[config.mk]
export PLATFORM = sky130hd
export DESIGN_NAME = pixel_fetch
export DESIGN_NICKNAME = d
export VERILOG_FILES = /design/src/rtl/lights_pkg.sv /design/src/rtl/pixel_fifo.sv /design/src/rtl/pixel_fetch.sv
export SDC_FILE = /design/constraint.sdc
export NUM_CORES = 1
export LEC_CHECK = 0
export CELL_PAD_IN_SITES_DETAIL_PLACEMENT = 0
export CELL_PAD_IN_SITES_GLOBAL_PLACEMENT = 2
export CORE_UTILIZATION = 34
export DETAILED_ROUTE_END_ITERATION = 8
export MAX_ROUTING_LAYER = met4
export PLACE_DENSITY_LB_ADDON = 0.1
export SYNTH_ARGS = -nofsm -noshare
export SYNTH_HDL_FRONTEND = slang
export SYNTH_SLANG_ARGS = --single-unit
[constraint.sdc]
create_clock -name clk -period 3.3 [get_ports clk]
set_clock_uncertainty 0.05 [all_clocks]
set_input_delay 0.66 -clock clk [delete_from_list [all_inputs] [get_ports clk]]
set_output_delay 0.66 -clock clk [all_outputs]
set_load 0.05 [all_outputs]
[src/rtl/lights_pkg.sv]
// lights_pkg: shared pixel type, fetch FSM states and RAM port constants for the lights path
package lights_pkg;
  typedef struct packed {
    logic [7:0] g;
    logic [7:0] r;
    logic [7:0] b;
  } pixel_t;
  typedef enum logic [1:0] {IDLE, RD_LO, RD_HI, PUSH} fetch_state_t;
  localparam int PIX_WORDS = 2;
  localparam logic [1:0] SEL_WORD = 2'b11;
endpackage

[src/rtl/pixel_fifo.sv]
// pixel_fifo: first-word-fall-through pixel FIFO; push/pop in, dout/count/full/empty out
module pixel_fifo
  import lights_pkg::*;
#(
  parameter int DEPTH = 4
) (
  input  logic                     clk,
  input  logic                     rst,
  input  logic                     push,
  input  pixel_t                   din,
  input  logic                     pop,
  output pixel_t                   dout,
  output logic [$clog2(DEPTH):0]   count,
  output logic                     full,
  output logic                     empty
);
  localparam int AW = $clog2(DEPTH);
  localparam int CW = AW + 1;
  pixel_t mem_q [DEPTH];
  pixel_t mem_d [DEPTH];
  logic [AW-1:0] wr_q, wr_d, rd_q, rd_d;
  logic [CW-1:0] count_q, count_d;
  logic do_push, do_pop;
  assign empty = count_q == '0;
  assign full  = count_q == CW'(DEPTH);
  assign count = count_q;
  // Zero while empty so the stream bus idles at 0 rather than stale data.
  assign dout  = empty ? '0 : mem_q[rd_q];
  always_comb begin
    do_pop  = pop && !empty;
    do_push = push && (!full || do_pop);
    mem_d   = mem_q;
    if (do_push) mem_d[wr_q] = din;
    wr_d    = wr_q + AW'(do_push);
    rd_d    = rd_q + AW'(do_pop);
    count_d = count_q + CW'(do_push) - CW'(do_pop);
  end
  always_ff @(posedge clk) begin
    mem_q <= mem_d;
    if (rst) begin
      wr_q    <= '0;
      rd_q    <= '0;
      count_q <= '0;
    end else begin
      wr_q    <= wr_d;
      rd_q    <= rd_d;
      count_q <= count_d;
    end
  end
endmodule

[src/rtl/pixel_fetch.sv]
// pixel_fetch: reads NUM_PIXELS two-word pixels from SRAM on start and streams them as {G,R,B}
module pixel_fetch
  import lights_pkg::*;
#(
  parameter logic [17:0] BASE_ADR   = 18'h0,
  parameter int          NUM_PIXELS = 60,
  parameter int          FIFO_DEPTH = 4
) (
  input  logic        clk,
  input  logic        rst,
  input  logic        start,
  output logic        busy,
  output logic        frame_done,
  output logic [17:0] m_adr,
  output logic        m_req,
  input  logic        m_ack,
  output logic        m_write,
  output logic [1:0]  m_sel,
  input  logic [15:0] m_rdata,
  output logic [15:0] m_wdata,
  output logic [23:0] pix_data,
  output logic        pix_valid,
  input  logic        pix_ready
);
  localparam int CW = $clog2(FIFO_DEPTH) + 1;
  fetch_state_t state_q, state_d;
  logic [9:0] idx_q, idx_d;
  pixel_t pix_q, pix_d, fifo_out;
  logic [CW-1:0] fifo_count;
  logic fifo_full, fifo_empty, push;
  always_comb begin
    state_d    = state_q;
    idx_d      = idx_q;
    pix_d      = pix_q;
    m_req      = 1'b0;
    frame_done = 1'b0;
    case (state_q)
      IDLE: begin
        if (start) begin
          idx_d   = '0;
          state_d = RD_LO;
        end
      end
      RD_LO: begin
        // Reserve a FIFO slot before fetching so PUSH never meets a full FIFO.
        m_req = fifo_count < CW'(FIFO_DEPTH);
        if (m_req && m_ack) begin
          pix_d.g = m_rdata[15:8];
          pix_d.r = m_rdata[7:0];
          state_d = RD_HI;
        end
      end
      RD_HI: begin
        m_req = 1'b1;
        if (m_ack) begin
          pix_d.b = m_rdata[7:0];
          state_d = PUSH;
        end
      end
      default: begin
        frame_done = idx_q == 10'(NUM_PIXELS - 1);
        state_d    = frame_done ? IDLE : RD_LO;
        idx_d      = frame_done ? idx_q : idx_q + 10'd1;
      end
    endcase
  end
  always_ff @(posedge clk) begin
    if (rst) begin
      state_q <= IDLE;
      idx_q   <= '0;
      pix_q   <= '0;
    end else begin
      state_q <= state_d;
      idx_q   <= idx_d;
      pix_q   <= pix_d;
    end
  end
  // Address wraps mod 2^18 by width; held at 0 whenever no request is out.
  assign m_adr     = m_req ? BASE_ADR + 18'(idx_q) * 18'(PIX_WORDS) + 18'(state_q == RD_HI) : '0;
  assign m_write   = 1'b0;
  assign m_sel     = SEL_WORD;
  assign m_wdata   = '0;
  assign busy      = state_q != IDLE;
  assign push      = state_q == PUSH && !fifo_full;
  assign pix_valid = !fifo_empty;
  assign pix_data  = fifo_out;
  pixel_fifo #(.DEPTH(FIFO_DEPTH)) u_fifo (
    .clk   (clk),
    .rst   (rst),
    .push  (push),
    .din   (pix_q),
    .pop   (pix_ready),
    .dout  (fifo_out),
    .count (fifo_count),
    .full  (fifo_full),
    .empty (fifo_empty)
  );
endmodule

==> impl_summary.log <==
[metrics] pwr dens: 866.5 mW/mm^2
[metrics] global-route track usage on met1: 19.07%
[metrics] Layout Cell Area excl Fill: 0.007174 mm^2
[metrics] number of buffers added on ports: a little under 60
[metrics] die boundary width: around 130 um
[metrics] setup repair after global routing missed its margin: no
[metrics] clk sink count: roughly 140
[metrics] grt met2 use: between 20% and 30%
[metrics] measured slew at the worst slew-check pin: around 660 ps
[metrics] cell area after synthesis: between 0.005 and 0.006 mm^2
[metrics] number of placed cells counting well taps: 700
[metrics] leakage power: roughly 0.0025 uW
[metrics] count of standard-cell rows: 47
[metrics] nets@finish: 530
[metrics] detail-routed via count per cell: ~4.8
[metrics] met3 Track Usage GR: between 4 and 5%
[metrics] wire per inst: around 17 um
[metrics] first drt pass iteration count: 4
[metrics] sequential cell area: about 0.0037 mm^2
[metrics] arrival time of the worst setup path: around 2400 ps
[metrics] area occupied by multi-input gates: between 0.0015 and 0.002 mm^2
[metrics] crit path max fanout: 10
[metrics] maximum frequency from static timing analysis: between 300 and 400 MHz
[metrics] Final period util: between 90 and 100%
[metrics] largest vdd supply drop: ~0.44 mV
[metrics] standard cell area after detailed placement: about 0.0066 mm^2
[metrics] GP Congestion: roughly 0.74
[metrics] number of nets with antenna violations after routing: 0
[metrics] Simple-Gate Fraction of Synth Area: roughly 12%
[metrics] total congestion overflow: 0
[metrics] Antenna Cells: 0
[metrics] class of the tightest hold or removal check: flop to flop
[metrics] Synth top cells by count: 96 x edfxtp_1, 54 x nand2_1, 43 x dfxtp_1
[metrics] H-tree depth: 4
[metrics] dominant cell type by area after synthesis: edfxtp_1
[metrics] Worst Path Required: 2590 ps
[metrics] clock tree from TritonCTS: yes
[metrics] hold depth: 2
[metrics] half-perimeter wire length after placement: about 8 mm
[metrics] chip height: about 130 um
[metrics] total negative setup slack: 0 ps
[metrics] vias in the first global route: roughly 3,500
[metrics] clock period minus final worst setup slack: 3086 ps
[metrics] final standard cell count with taps included and fillers excluded: between 700 and 800
[metrics] MaxCap Viol Count: 0
[metrics] first-pass GRT wire length: between 15 and 20 mm
[metrics] top flip-flop cell by instance count after synthesis: edfxtp_1
[metrics] critical path start-end classification: flop to output port
[metrics] fraction of synthesized area in multiplexers: under 10%
[metrics] First DRT Iteration DRCs: 190
[metrics] path depth of the worst reg2reg path: 8
[metrics] setup violators final: 0
[metrics] combinational family with the most area after synthesis: simple AND/OR/NAND/NOR gates
[metrics] remaining routing DRC violations: 0
[metrics] adder-cell area share of the yosys netlist: approximately 2.3%
[metrics] synth-to-layout area growth: 23.07%
[metrics] Max Slew Vio Count: 0
[metrics] cts bufs inserted: 17
[metrics] total of flip-flops plus latches after synthesis: 139
[metrics] Die Outline Area: 0.01767 mm^2
[metrics] worst slew margin relative to its limit: 55.69%
[metrics] starting density of the core: 35.03%
[metrics] number of vias after detailed routing: 3,488
[metrics] largest net degree at the start of global routing: 39
[metrics] number of antenna violations at the first check in global routing: 0
[metrics] number of synthesized flops with an enable pin: 96
[metrics] Overall Power: 6216 uW
[metrics] clock buffer depth: 2
[metrics] Total GRT Usage: 15.60%
[metrics] outcome: finished, final reports clean
[metrics] endpoint kind of the worst setup timing path: output port
[metrics] Post-Syn Instances: around 430
[metrics] xor/xnor share of the synthesized area: 0.7512%
[metrics] share of synthesized flip-flops with an asynchronous set or reset: 0%
[metrics] Clock Tree Root: clkbuf_16
[metrics] count of pins on the block boundary: 86
[metrics] share of the yosys chip area belonging to registers: approximately 64%
[metrics] share of the synthesized area in the top cell type: 49.45%
[metrics] Post-Route WL: between 10 and 15 mm
[metrics] number of hold-slack violations in the final timing report: 0
[metrics] highest-utilization routing layer at the global route stage: met2
[metrics] Synth Area in Compound Gates: roughly 5.2%
[metrics] most frequently used cell type in the post-synthesis netlist: edfxtp_1
[metrics] area of the core: between 0.015 and 0.02 mm^2
[metrics] share of final-layout standard cells stronger than drive strength 1: between 20% and 30%
[metrics] library cells used by synthesis: 41
[metrics] Worst-Skew Late Latency: between 400 and 500 ps
[metrics] startpoint type of the worst setup path: flop
[metrics] clock-pin slew reported for the worst setup and hold paths after clock tree synthesis: about 60 ps
[metrics] synthesized area per cell: approximately 13 um^2
[metrics] Synthesis Warnings: 0
[metrics] smallest hold slack: between 400 and 500 ps
[metrics] leading post-synthesis cells by cell area: edfxtp_1 49%, dfxtp_1 15%, mux4_2 9.3%
[metrics] Filler Cells Inserted: between 1,500 and 2,000
-- worst max-delay path, stage by stage, from the launching register on --
cell and delay, ps:
dfxtp_1 400, inv_1 110, ha_1 360, inv_1 250, clkdlybuf4s50_1 840
-- stage by stage --
| stage | setup slack, ps | utilization [%] |
|---|---|---|
| CTS | 95.10 | 43.09 |
| floorplan | 301.1 | - |
| finish | 213.7 | 43.11 |
| global placement | 419.1 | 39.69 |
| detailed placement | 378.7 | 39.69 |
| global route | 47.89 | 43.11 |
-- sequential cells by signal (all words and copies together) (netlist names) --
| name | flops |
|---|---|
| u_fifo.count | 3 |
| state_q | 2 |
| pix_q | 24 |
| idx_q | 10 |
| u_fifo.mem_q | 96 |
| u_fifo.wr_q | 2 |
| u_fifo.rd_q | 2 |
-- layout make-up --
cell class,count,area share (%)
repair buffers,71,9.348
well taps,220,3.837
inverters,9,0.4709
clock buffers,22,6.331
multi-input cells,261,26.18
clock inverters,10,1.639
flip-flops and latches,139,52.20
-- cell families after synthesis --
logic type               after synthesis
AND/OR/NAND/NOR                      141
flip-flops                           139
buffers and inverters                 56
AO/OA/AOI/OAI                         52
multiplexers                          27
adder cells (fa/ha/maj)               10
XOR/XNOR                               5
other                                  2
-- cell usage in the layout (no fill, tap or decap), types with 3 or more instances in the layout --
cell and n:
ha_1 9, clkdlybuf4s50_1 23, a21oi_1 30, dlygate4sd2_1 4, nor2b_1 3, or3_1 4
clkbuf_1 4, mux2i_1 3, o21ai_0 5, nor4_1 3, nor2_1 13, edfxtp_1 96
nand3_1 11, mux4_2 24, xor2_1 3, nand2_1 54, dfxtp_1 42, and2_1 32
clkinv_4 3, a21boi_0 3, a31oi_1 4, clkbuf_16 17, nor3_1 7, buf_4 38
inv_1 9, clkinv_2 3, conb_1 26, buf_12 6
-- worst paths after layout --
kind / endpoint / start / slack (ps)
setup / recovery: busy / state_q[0] / 210
hold / removal: pix_q[21] / pix_q[21] / 450
setup reg to reg: u_fifo.count[2] / state_q[1] / 860
hold reg to reg: pix_q[21] / pix_q[21] / 450
-- power breakdown --
part,internal [uW],leakage (uW),switching (uW)
registers,2000,0.00124,131
logic,763,0.00100,1490
clock network,1130,0.000278,698
total,3900,0.00252,2320
-- layer usage --
metal / vias up / wire length (um) / part of all wire, %
li1: 1656 / - / -
met2: 85 / 6266 / 50
met1: 1740 / 5569 / 44
met5: - / 0 / 0
met3: 7 / 572 / 4.6
met4: 0 / 121 / 0.97
-- timing repair --
item,CTS,global route
hold endpoints to repair,0,0
gates cloned,0,0
gates resized for setup,4,1
hold buffers,0,0
endpoints found under the setup margin,4,7
buffers inserted,0,0
Note: power is estimated with default switching activity, not from simulation.
==> patch (config.mk and constraints unchanged) <==
Compare `idx_q` against `10'(NUM_PIXELS - 1)` with >= in place of ==.
--- a/src/rtl/pixel_fetch.sv
+++ b/src/rtl/pixel_fetch.sv
@@ -60,3 +60,3 @@
       default: begin
-        frame_done = idx_q == 10'(NUM_PIXELS - 1);
+        frame_done = idx_q >= 10'(NUM_PIXELS - 1);
         state_d    = frame_done ? IDLE : RD_LO;
Function: no difference found for any inputs over 10 cycles, from zero or initial values and one cycle with rst high; that may be too few to reach the edited logic, so the function may still have changed.
==> patch against the unedited design <==
Synthesized cell count shrank 7.2%. Clock power is 3% higher. Routed wire length is 5.3% lower. Die area fell by 2.5%. Power decreased by 3.0%. Design area shrank 2.2%. Via count fell by 8.7%. Final cell count shrank 4.4%. Count of clock-buffer cells in the layout stayed put. Area after synthesis is 2.5% lower. Sequential cell count unchanged. Worst setup slack got worse by 78 ps. Largest cell class unchanged. Highest routed layer unchanged.
==> patch: results (changes against the unedited design) <==
outcome=finished, final reports clean (unchanged); grt met2 use=0.243 (was 0.252); Seq/Total Area, Yosys=0.659 (was 0.642); Num CTS Buffers=17 (unchanged); Syn Inst Count=401 (was 432); most frequent cells after synthesis=edfxtp_1 (96), nand2_1 (44), dfxtp_1 (43) (was edfxtp_1 (96), nand2_1 (54), dfxtp_1 (43)); largest stage delay on the critical path=690 ps (was 840 ps); antenna cells=0 (unchanged); maximum VDD drop=0.378 mV (was 0.437 mV); routed wire length per instance=17.0 um (was 17.1 um); initial antenna violation count=0 (unchanged); root buf cell=clkbuf_16 (unchanged); Hold Path Class=reg2reg (unchanged); vias=3184 (was 3488); Post-synth EDFFs=96 (unchanged); global placer's final weighted congestion=0.672 (was 0.741); first-pass GRT wire length=19000 um (was 19800 um); Worst Path Arrival=2450 ps (was 2380 ps); Hold Startpoint=idx_q[6]$_SDFFE_PP0P_ (was pix_q[21]$_SDFFE_PP0P_); flop2flop setup slack=790 ps (was 860 ps); # port buffers=59 (unchanged); Switching Share=0.350 (was 0.373); DP Worst Slack=416 ps (was 379 ps); CTS H-tree lvls=4 (unchanged); CTS clock-pin slew for the worst setup and hold paths=60 ps (about the same); largest net degree at the start of global routing=29 (was 39); vias in the first global route=3286 (was 3494); DP Area=6430 sq um (was 6610 sq um); post-DP HPWL=7500 um (was 7880 um); met3 GRT Util=0.0363 (was 0.0414); Area contributors post-synth=edfxtp_1 (51%), dfxtp_1 (15%), mux4_2 (9.5%) (was edfxtp_1 (49%), dfxtp_1 (15%), mux4_2 (9.3%)); Slew @ Worst Pin=688 ps (was 659 ps); share of cells above drive strength 1=0.217 (was 0.205); top flop regs=u_fifo.mem_q x96, pix_q x24, idx_q x10 (unchanged); CP Max Fanout=3 (was 10); fill count=1494 (was 1533); global-route total usage across every layer=0.155 (was 0.156); Worst R2R Start=u_fifo.count[2]$_SDFF_PP0_ (was state_q[1]$_SDFFE_PP0P_); RR Endpoint=u_fifo.count[2]$_SDFF_PP0_ (unchanged); Yosys cell types=41 (unchanged); hold slack final=440 ps (was 447 ps); Cells after DPL=668 (was 700); worst-skew pair later-pin latency=420 ps; Post-synth ARST share=0 (unchanged); via/cell ratio=4.55 (was 4.77); Leak Pwr=2.48 nW (was 2.52 nW); WHS Path Cells=1 (was 2); crit path time final=3160 ps (was 3090 ps); CTS max path bufs=2 (unchanged); worst r2r path cells=8 (unchanged); slowest CP cell=clkdlybuf4s50_1 (unchanged); Ys Warns=0 (unchanged); Post-CTS Setup Inserts=0 (unchanged); First-pass DRT Iterations=6 (was 4); nets=501 (was 530); WHS Endpoint=idx_q[6]$_SDFFE_PP0P_ (was pix_q[21]$_SDFFE_PP0P_); met1 Use GR=0.190 (was 0.191); DRT iter0 DRCs=119 (was 190)
==> patch: cell types whose count changed after synthesis, sizes merged, moves of 3 or more <==
cell / delta
nand2: -10
nor2b: +4
a21boi: -3
nor3: -6
clkbuf: -3
nor2: -7
nor4: -3
mux2i: -3
and2: +7
a31oi: -3
==> patch: how the worst max path moves through the flow <==
stage                               start                         end  depth (start not counted)
4_1_cts         u_fifo.rd_q[0]$_SDFF_PP0_                pix_data[14]                          3
6_report            idx_q[9]$_SDFFE_PP0P_                  frame_done                          4
5_1_grt         u_fifo.rd_q[0]$_SDFF_PP0_                pix_data[14]                          3
2_1_floorplan     state_q[0]$_SDFFE_PP0P_  u_fifo.mem_q[72]$_DFFE_PP_                          3
3_3_place_gp   u_fifo.count[2]$_SDFF_PP0_                pix_data[21]                          3
3_5_place_dp   u_fifo.count[2]$_SDFF_PP0_                pix_data[14]                          3
==> patch: timing repair <==
item                       in CTS  in global routing
setup endpoints to repair       7                  0
hold buffers                    0                  0
resized for setup               1                  0
==> patch: critical path, delay by kind of cell (launching register included) <==
| family | cells | cell delay (ps) |
|---|---|---|
| flops | 1 | 320 |
| buf+inv | 1 | 690 |
| simple gates | 3 | 1030 |
==> patch: final cells by class <==
type | count | area, sq um | share of cell area
sequential | 139 | 3740 | 0.534
tap | 216 | 270 | 0.0385
clock buffer | 22 | 474 | 0.0676
timing repair buffer | 72 | 646 | 0.0920
multi-input combinational | 234 | 1740 | 0.248
inverter | 7 | 26.3 | 0.00374
clock inverter | 10 | 115 | 0.0164
==> patch: stage by stage <==
| stage | util | total power [W] |
|---|---|---|
| floorplan | - | 0.00361 |
| global placement | 0.399 | 0.00422 |
| detailed placement | 0.399 | 0.00423 |
| CTS | 0.436 | 0.00612 |
| global route | 0.436 | 0.00630 |
| finish | 0.436 | 0.00603 |
==> patch: power by group through the flow <==
| stage | Clock [W] | Sequential, W | Combinational (W) |
|---|---|---|---|
| CTS | 0.00192 | 0.00213 | 0.00207 |
| global route | 0.00198 | 0.00215 | 0.00218 |
| global placement | 0 | 0.00216 | 0.00207 |
| floorplan | 0 | 0.00208 | 0.00153 |
| detailed placement | 0 | 0.00216 | 0.00207 |
| finish | 0.00188 | 0.00212 | 0.00203 |
==> patch: logic make-up after synthesis <==
family                     share of synthesized area
AOI/OAI and AO/OA                             0.0464
xor gates and xnor gates                     0.00924
adders and majority gates                     0.0211
buffers and inverters                         0.0522
DFF                                            0.659
muxes                                         0.0951
other                                        0.00132
and+or+nand+nor                                0.116
==> patch: per-layer routing <==
metal  vias to the layer above  wire length (um)
met4                         0               199
met3                        13               390
met5                         -                 0
met1                      1556              5510
li1                       1544                 -
met2                        71              5770
